===== src/rtl/alu_arbiter.sv =====
// Two-requester front end for a shared ALU: arbitrates, issues one command, waits for the result
// (or times out) and holds the response until consumed. Define ALU_ARB_RR_EN for round-robin grant.
module alu_arbiter #(
  parameter int unsigned TIMEOUT = 4
) (
  input  logic        CLK,
  input  logic        RST,
  input  logic        REQ0_VALID,
  output logic        REQ0_READY,
  input  logic [7:0]  REQ0_A,
  input  logic [7:0]  REQ0_B,
  input  logic [3:0]  REQ0_FUN,
  input  logic        REQ1_VALID,
  output logic        REQ1_READY,
  input  logic [7:0]  REQ1_A,
  input  logic [7:0]  REQ1_B,
  input  logic [3:0]  REQ1_FUN,
  output logic [7:0]  ALU_A,
  output logic [7:0]  ALU_B,
  output logic [3:0]  ALU_FUN,
  output logic        ALU_EN,
  input  logic [15:0] ALU_OUT,
  input  logic        ALU_OUT_VALID,
  output logic        RSP_VALID,
  output logic [15:0] RSP_DATA,
  output logic        RSP_ID,
  output logic        RSP_ERR,
  input  logic        RSP_READY,
  output logic        BUSY
);

  localparam int unsigned CNT_W = 4;

  typedef enum logic [1:0] {
    IDLE  = 2'd0,
    ISSUE = 2'd1,
    WAIT  = 2'd2,
    RESP  = 2'd3
  } state_t;

  state_t           state_q;
  state_t           state_d;
  logic [CNT_W-1:0] wait_cnt_q;
  logic             grant_c;
  logic             accept_c;
  logic             capture_c;
  logic             timeout_c;
  logic             done_c;

  // Grant selection; only consumed while IDLE, so it cannot move mid-transaction.
`ifdef ALU_ARB_RR_EN
  logic last_q;

  always_comb begin
    grant_c = REQ1_VALID;
    if (REQ0_VALID && REQ1_VALID) begin
      grant_c = ~last_q;
    end
  end

  always_ff @(posedge CLK or posedge RST) begin
    if (RST) begin
      last_q <= 1'b1;
    end else if (accept_c) begin
      last_q <= grant_c;
    end
  end
`else
  always_comb begin
    grant_c = ~REQ0_VALID;
  end
`endif

  assign REQ0_READY = (state_q == IDLE) && REQ0_VALID && !grant_c;
  assign REQ1_READY = (state_q == IDLE) && REQ1_VALID && grant_c;

  always_ff @(posedge CLK or posedge RST) begin
    if (RST) begin
      state_q <= IDLE;
    end else begin
      state_q <= state_d;
    end
  end

  always_comb begin
    state_d   = state_q;
    accept_c  = 1'b0;
    capture_c = 1'b0;
    timeout_c = 1'b0;
    done_c    = 1'b0;
    case (state_q)
      IDLE: begin
        if (REQ0_VALID || REQ1_VALID) begin
          accept_c = 1'b1;
          state_d  = ISSUE;
        end
      end
      ISSUE: begin
        state_d = WAIT;
      end
      WAIT: begin
        if (ALU_OUT_VALID) begin
          capture_c = 1'b1;
          state_d   = RESP;
        end else if (wait_cnt_q == CNT_W'(TIMEOUT - 1)) begin
          timeout_c = 1'b1;
          state_d   = RESP;
        end
      end
      RESP: begin
        if (RSP_READY) begin
          done_c  = 1'b1;
          state_d = IDLE;
        end
      end
      default: begin
        state_d = IDLE;
      end
    endcase
  end

  // Command, wait counter and response registers.
  always_ff @(posedge CLK or posedge RST) begin
    if (RST) begin
      ALU_A      <= '0;
      ALU_B      <= '0;
      ALU_FUN    <= '0;
      ALU_EN     <= 1'b0;
      RSP_VALID  <= 1'b0;
      RSP_DATA   <= '0;
      RSP_ID     <= 1'b0;
      RSP_ERR    <= 1'b0;
      BUSY       <= 1'b0;
      wait_cnt_q <= '0;
    end else begin
      ALU_EN <= accept_c;
      BUSY   <= (state_d != IDLE);
      if (accept_c) begin
        ALU_A   <= grant_c ? REQ1_A : REQ0_A;
        ALU_B   <= grant_c ? REQ1_B : REQ0_B;
        ALU_FUN <= grant_c ? REQ1_FUN : REQ0_FUN;
        RSP_ID  <= grant_c;
      end
      if (state_q == ISSUE) begin
        wait_cnt_q <= '0;
      end else if (state_q == WAIT) begin
        wait_cnt_q <= wait_cnt_q + CNT_W'(1);
      end
      if (capture_c) begin
        RSP_DATA  <= ALU_OUT;
        RSP_ERR   <= 1'b0;
        RSP_VALID <= 1'b1;
      end else if (timeout_c) begin
        RSP_DATA  <= '0;
        RSP_ERR   <= 1'b1;
        RSP_VALID <= 1'b1;
      end else if (done_c) begin
        RSP_VALID <= 1'b0;
      end
    end
  end

endmodule


===== config.mk =====
export PLATFORM = sky130hd
export DESIGN_NAME = alu_arbiter
export DESIGN_NICKNAME = d
export VERILOG_FILES = /design/src/rtl/alu_arbiter.sv
export SDC_FILE = /design/constraint.sdc
export NUM_CORES = 1
export LEC_CHECK = 0
export ABC_AREA = 1
export BUFFER_PORTS_ARGS = -buffer_cell sky130_fd_sc_hd__buf_4
export CAP_MARGIN = 20
export CELL_PAD_IN_SITES_DETAIL_PLACEMENT = 1
export CELL_PAD_IN_SITES_GLOBAL_PLACEMENT = 1
export CORE_MARGIN = 2
export CORE_UTILIZATION = 32
export DETAILED_ROUTE_END_ITERATION = 12
export MAX_ROUTING_LAYER = met4
export PLACE_DENSITY_LB_ADDON = 0.3
export RECOVER_POWER = 25
export SYNTH_ARGS = -nofsm -noshare
export SYNTH_HDL_FRONTEND = slang
export SYNTH_SLANG_ARGS = --single-unit

===== constraint.sdc =====
create_clock -name CLK -period 1.8 [get_ports CLK]
set_clock_uncertainty 0.15 [all_clocks]
set_input_delay 0.18 -clock CLK [delete_from_list [all_inputs] [get_ports CLK]]
set_output_delay 0.18 -clock CLK [all_outputs]
set_load 0.1 [all_outputs]

Yosys cells after proc, flatten, opt, wreduce, memory -nomap -nowiden. Cells that the tools add are included. Widths: inputs -> output; s select.

Bitwise gates (word level): 1. $lt $le $gt $ge: 0. Shift operators: 0. Divide/modulo/power cells: 0. Multiplexer cells: 26. Reductions and logical operators: 10. Add/subtract/negate cells: 1. Equal/unequal tests: 4. Multiply operators: 0.

Operators with widths (number): $mux 16 (2); $mux 8 (2); $mux 1 (14); $mux 4 (3); $mux 2 (4); $pmux 2 s4 (1); $reduce_bool 2->1 (3); $add 4x1->4 const B (1); $eq 2x2->1 const B (2); $eq 4x2->1 const B (1); $logic_and 1x1->1 (4); $reduce_bool 3->1 (1); $eq 2x1->1 const B (1); $logic_not 2->1 (1); $logic_or 1x1->1 (1); $not 1->1 (1).

Flip-flop bits (word level): 47. Memory bits (writable): 0. Output and inout bits: 43. Memories: 0. ROM bits: 0. Bits in latches: 0. Logic and storage cells: 53.

Depth between registers and ports, before layout.
Depth in word-level cells: 6. Depth in mapped cells: 8.

Least setup slack after synthesis. OpenSTA, ideal clock, no wires.

Kind: register to register. Start point: reg state_q[0]. End point: reg RSP_ID. Clock period less this slack: 3.235 ns. Setup slack: -1.435 ns. Path buffers: 0. Cell stages (with the launch flop): 7. Arrival time: 3.010 ns. Required time: 1.575 ns. Path through: dfrtp_1 -> inv_1 -> ha_1 -> inv_1 -> nor3_1 -> a21oi_1 -> inv_1.

Word-level cells in the longest chain between the ends: 2.

RTL lines: start, declared (RTL line 41) `state_t state_q;`; start signal, assigned (RTL line 81) `state_q <= state_d;`; $logic_not 2->1 (RTL line 91) `case (state_q)`; $mux 1 (RTL line 91); end signal, assigned (RTL line 142) `RSP_ID <= grant_c;`; end, declared (RTL line 26) `output logic RSP_ID,`.

No other way between the ends. A chain may end at the register's enable or synchronous reset.

Final worst setup path.
Start point: reg state_q[0]. End point: out REQ1_READY.

Word-level cells in the longest chain between the ends: 3.

RTL lines: $logic_not 2->1 (RTL line 75) `assign REQ1_READY = (state_q == IDLE) && REQ1_VALID && grant_c;`; $logic_and 1x1->1 (2 in a row) (RTL line 75); end, declared (RTL line 14) `output logic REQ1_READY,`.

No other way between the ends.

==> run_results.csv <==
group,metric,value,unit
place,routabilityCongestion,0.751,
floorplan,coreArea,0.00672,mm²
logic_synthesis,netlist_instances,253,
floorplan,ioPinCount,105,
logic_synthesis,synth_area_per_cell,8.66,µm²
final_layout,final_cell_area,0.00346,mm²
floorplan,die_h,86.7,µm
drt,antenna_left,0,
final_layout,final_cells,461,
drt,drc,0,
logic_synthesis,synthArstFlopShare,1.00,
setup_path,worstPathArrival,1.39,ns
setup_path,reg2reg_from,"state_q[0]$_DFF_PP0_",
setup_path,critical_path_required,1.47,ns
grt,grt_pass1_wl,11.1,mm
logic_synthesis,synth-seq-cells,47,
logic_synthesis,yosysSeqAreaShare,0.537,
floorplan,rows,30,
sta,setup_violations,0,
drt,drt-pass1-iter-count,4,
job,drv_cap,0,
clock_network,clock_path_buffers,2,
drt,via_per_inst,4.88,
sta,period_share,0.953,
logic_synthesis,ys_warn_count,0,
final_layout,layout.nets,448,
place,dp_hpwl,4.71,mm
final_layout,drive_gt1_frac,0.354,
sta,worstMarginPinSlew,0.876,ns
setup_path,critPathLaunch,"state_q[0]$_DFF_PP0_",
logic_synthesis,ys.flop_type,"dfrtp_1",
logic_synthesis,netlist_area,0.00219,mm²
final_layout,diodes,0,
place,port_buffers,104,
hold_path,min_path_type,"input port to flip-flop",
setup_path,crit_type,"flip-flop to primary output",
logic_synthesis,synthTopCellsByArea,"dfrtp_1, nand3_1, nor2_1, o21a_1, nand2_1",
floorplan,initial_core_util,0.326,
clock_network,numCtsBuffers,5,
drt,wl_per_cell,14.8,µm
clock_network,htreeDepth,2,
sta,slew_headroom,0.415,
setup_path,critPathLaunchType,"flip-flop",
place,dp_cells,432,
outcome,outcome,"finished, final reports clean",
grt,grt_pass1_vias,2325,
final_layout,syn_to_final_growth,57.8,%
clock_network,clock-sinks,47,
clock_network,clock-root-buffer,"clkbuf_8",
setup_path,rr_worst_depth,9,
final_layout,postLayoutCoreUtil,0.515,
grt,grt_antenna_before_repair,0,
drt,routed_wl,6.82,mm
setup_path,timing.rr.end,"RSP_DATA[0]$_DFFE_PP0P_",
setup_path,end_kind,"primary output",
clock_network,cts_tree,"yes",
setup_path,reg2reg_setup_slack,0.13,ns
grt,grt_use_total,0.193,
drt,drt_iter0_drc,102,
sta,hold_viol,0,
logic_synthesis,synth_nets,321,
sta,finalCriticalPeriod,1.72,ns
sta,finalSetupTns,0,ns
sta,drv_slew,0,
sta,max_freq,0.583,GHz
logic_synthesis,synth_top_area_frac,0.537,
grt,grt_max_degree,35,
setup_path,crit_end,"REQ1_READY",
logic_synthesis,synth_edf_count,0,
logic_synthesis,synth.distinct_cells,17,
place,place_area,0.00312,mm²
drt,num_vias,2249,
floorplan,die_w,86.7,µm
clock_network,cts.reportedPaths.clkPinSlew,0.10,ns
floorplan,die-area,0.00752,mm²
clock_network,clk_latency,0.31,ns
setup_path,crit_fanout,3,
grt,globalRouteOverflowTotal,0,
logic_synthesis,yosysTopAreaCell,"dfrtp_1",
## stage by stage
step	hold slack, ns	setup WS, ns
final	0.0120	0.0843
after detailed placement	0.0936	0.197
after CTS	0.00635	0.0141
after global routing	0.0252	-0.00506
after floorplan	0.176	-0.0447
after global placement	0.0929	0.259
## logic make-up after synthesis
logic type	share of synthesized area
DFF	0.537
AOI/OAI and AO/OA	0.135
and+or+nand+nor	0.235
adders and majority gates	0.0343
buffers and inverters	0.0594
## registers in the layout, summed over array words and instances, names as in the netlist, 2 cells and up
signal	count
RSP_DATA	16
ALU_A	8
ALU_B	8
ALU_FUN	4
wait_cnt_q	4
state_q	2
## synthesized netlist by cell type (2+ instances only)
| master | instances |
|---|---|
| nand3_1 | 38 |
| inv_1 | 15 |
| ha_1 | 6 |
| o21ai_0 | 14 |
| dfrtp_1 | 47 |
| nand2_1 | 35 |
| nor3_1 | 2 |
| a21oi_1 | 7 |
| buf_2 | 11 |
| nor2_1 | 44 |
| buf_1 | 2 |
| o21ai_1 | 8 |
| o21a_1 | 20 |
## cell usage in the layout, fill, tap and decap left out
cell type,count
buf_12,3
nand2_2,1
nor2_4,1
clkbuf_8,5
ha_2,1
nor3_1,1
inv_1,12
dlygate4sd3_1,17
o21ai_1,8
clkinvlp_4,1
a21oi_1,7
bufinv_16,1
nor2_1,44
nor2_2,1
nand3_1,38
o21ai_0,14
inv_2,3
inv_4,1
inv_6,1
nand2_1,34
buf_6,1
ha_1,4
ha_4,1
buf_4,112
dfrtp_1,47
o21a_1,20
clkbuf_4,1
nor3_4,1
## area by class of cell
type,count,area [µm²]
clock buffers,5,68.8
fillers,799,3260
repair buffers,134,1090
clock inverters,3,46.3
multi-input cells,176,913
inverters,16,62.6
flip-flops and latches,47,1180
well taps,80,100
## per-layer routing
layer	up-vias	track usage	share of wire
li1	1080	-	-
met1	1090	0.240	0.43
met2	75	0.322	0.50
met3	4	0.0352	0.052
met4	0	0.0554	0.011
met5	-	-	0
## how the worst min path moves through the flow
stage	cells after the start	slack [ns]	from	endpoint
2_1_floorplan	2	0.18	ALU_OUT[10]	RSP_DATA[10]$_DFFE_PP0P_
3_3_place_gp	2	0.09	RST	RSP_DATA[0]$_DFFE_PP0P_
3_5_place_dp	2	0.09	RST	RSP_DATA[3]$_DFFE_PP0P_
4_1_cts	4	0.006	RSP_READY	RSP_VALID$_DFFE_PP0P_
5_1_grt	4	0.03	RSP_READY	RSP_VALID$_DFFE_PP0P_
6_report	4	0.01	RSP_READY	RSP_VALID$_DFFE_PP0P_
## critical path, stage by stage (launching register included)
cell and delay [ns]:
dfrtp_1 0.42, inv_2 0.09, ha_4 0.15, inv_4 0.04
nor3_4 0.17, buf_12 0.21
## repair_timing
item                                    in CTS  in global routing
hold buffers                                17                  0
cloned                                       0                  0
resized for setup                            3                  3
endpoints found under the hold margin       37                  0
pin swaps                                    0                  1
endpoints found under the setup margin       1                 20
setup buffers                                2                  2
Power is not shown: default switching activity piles up to over one toggle a cycle in this logic, so the estimate is an artifact.
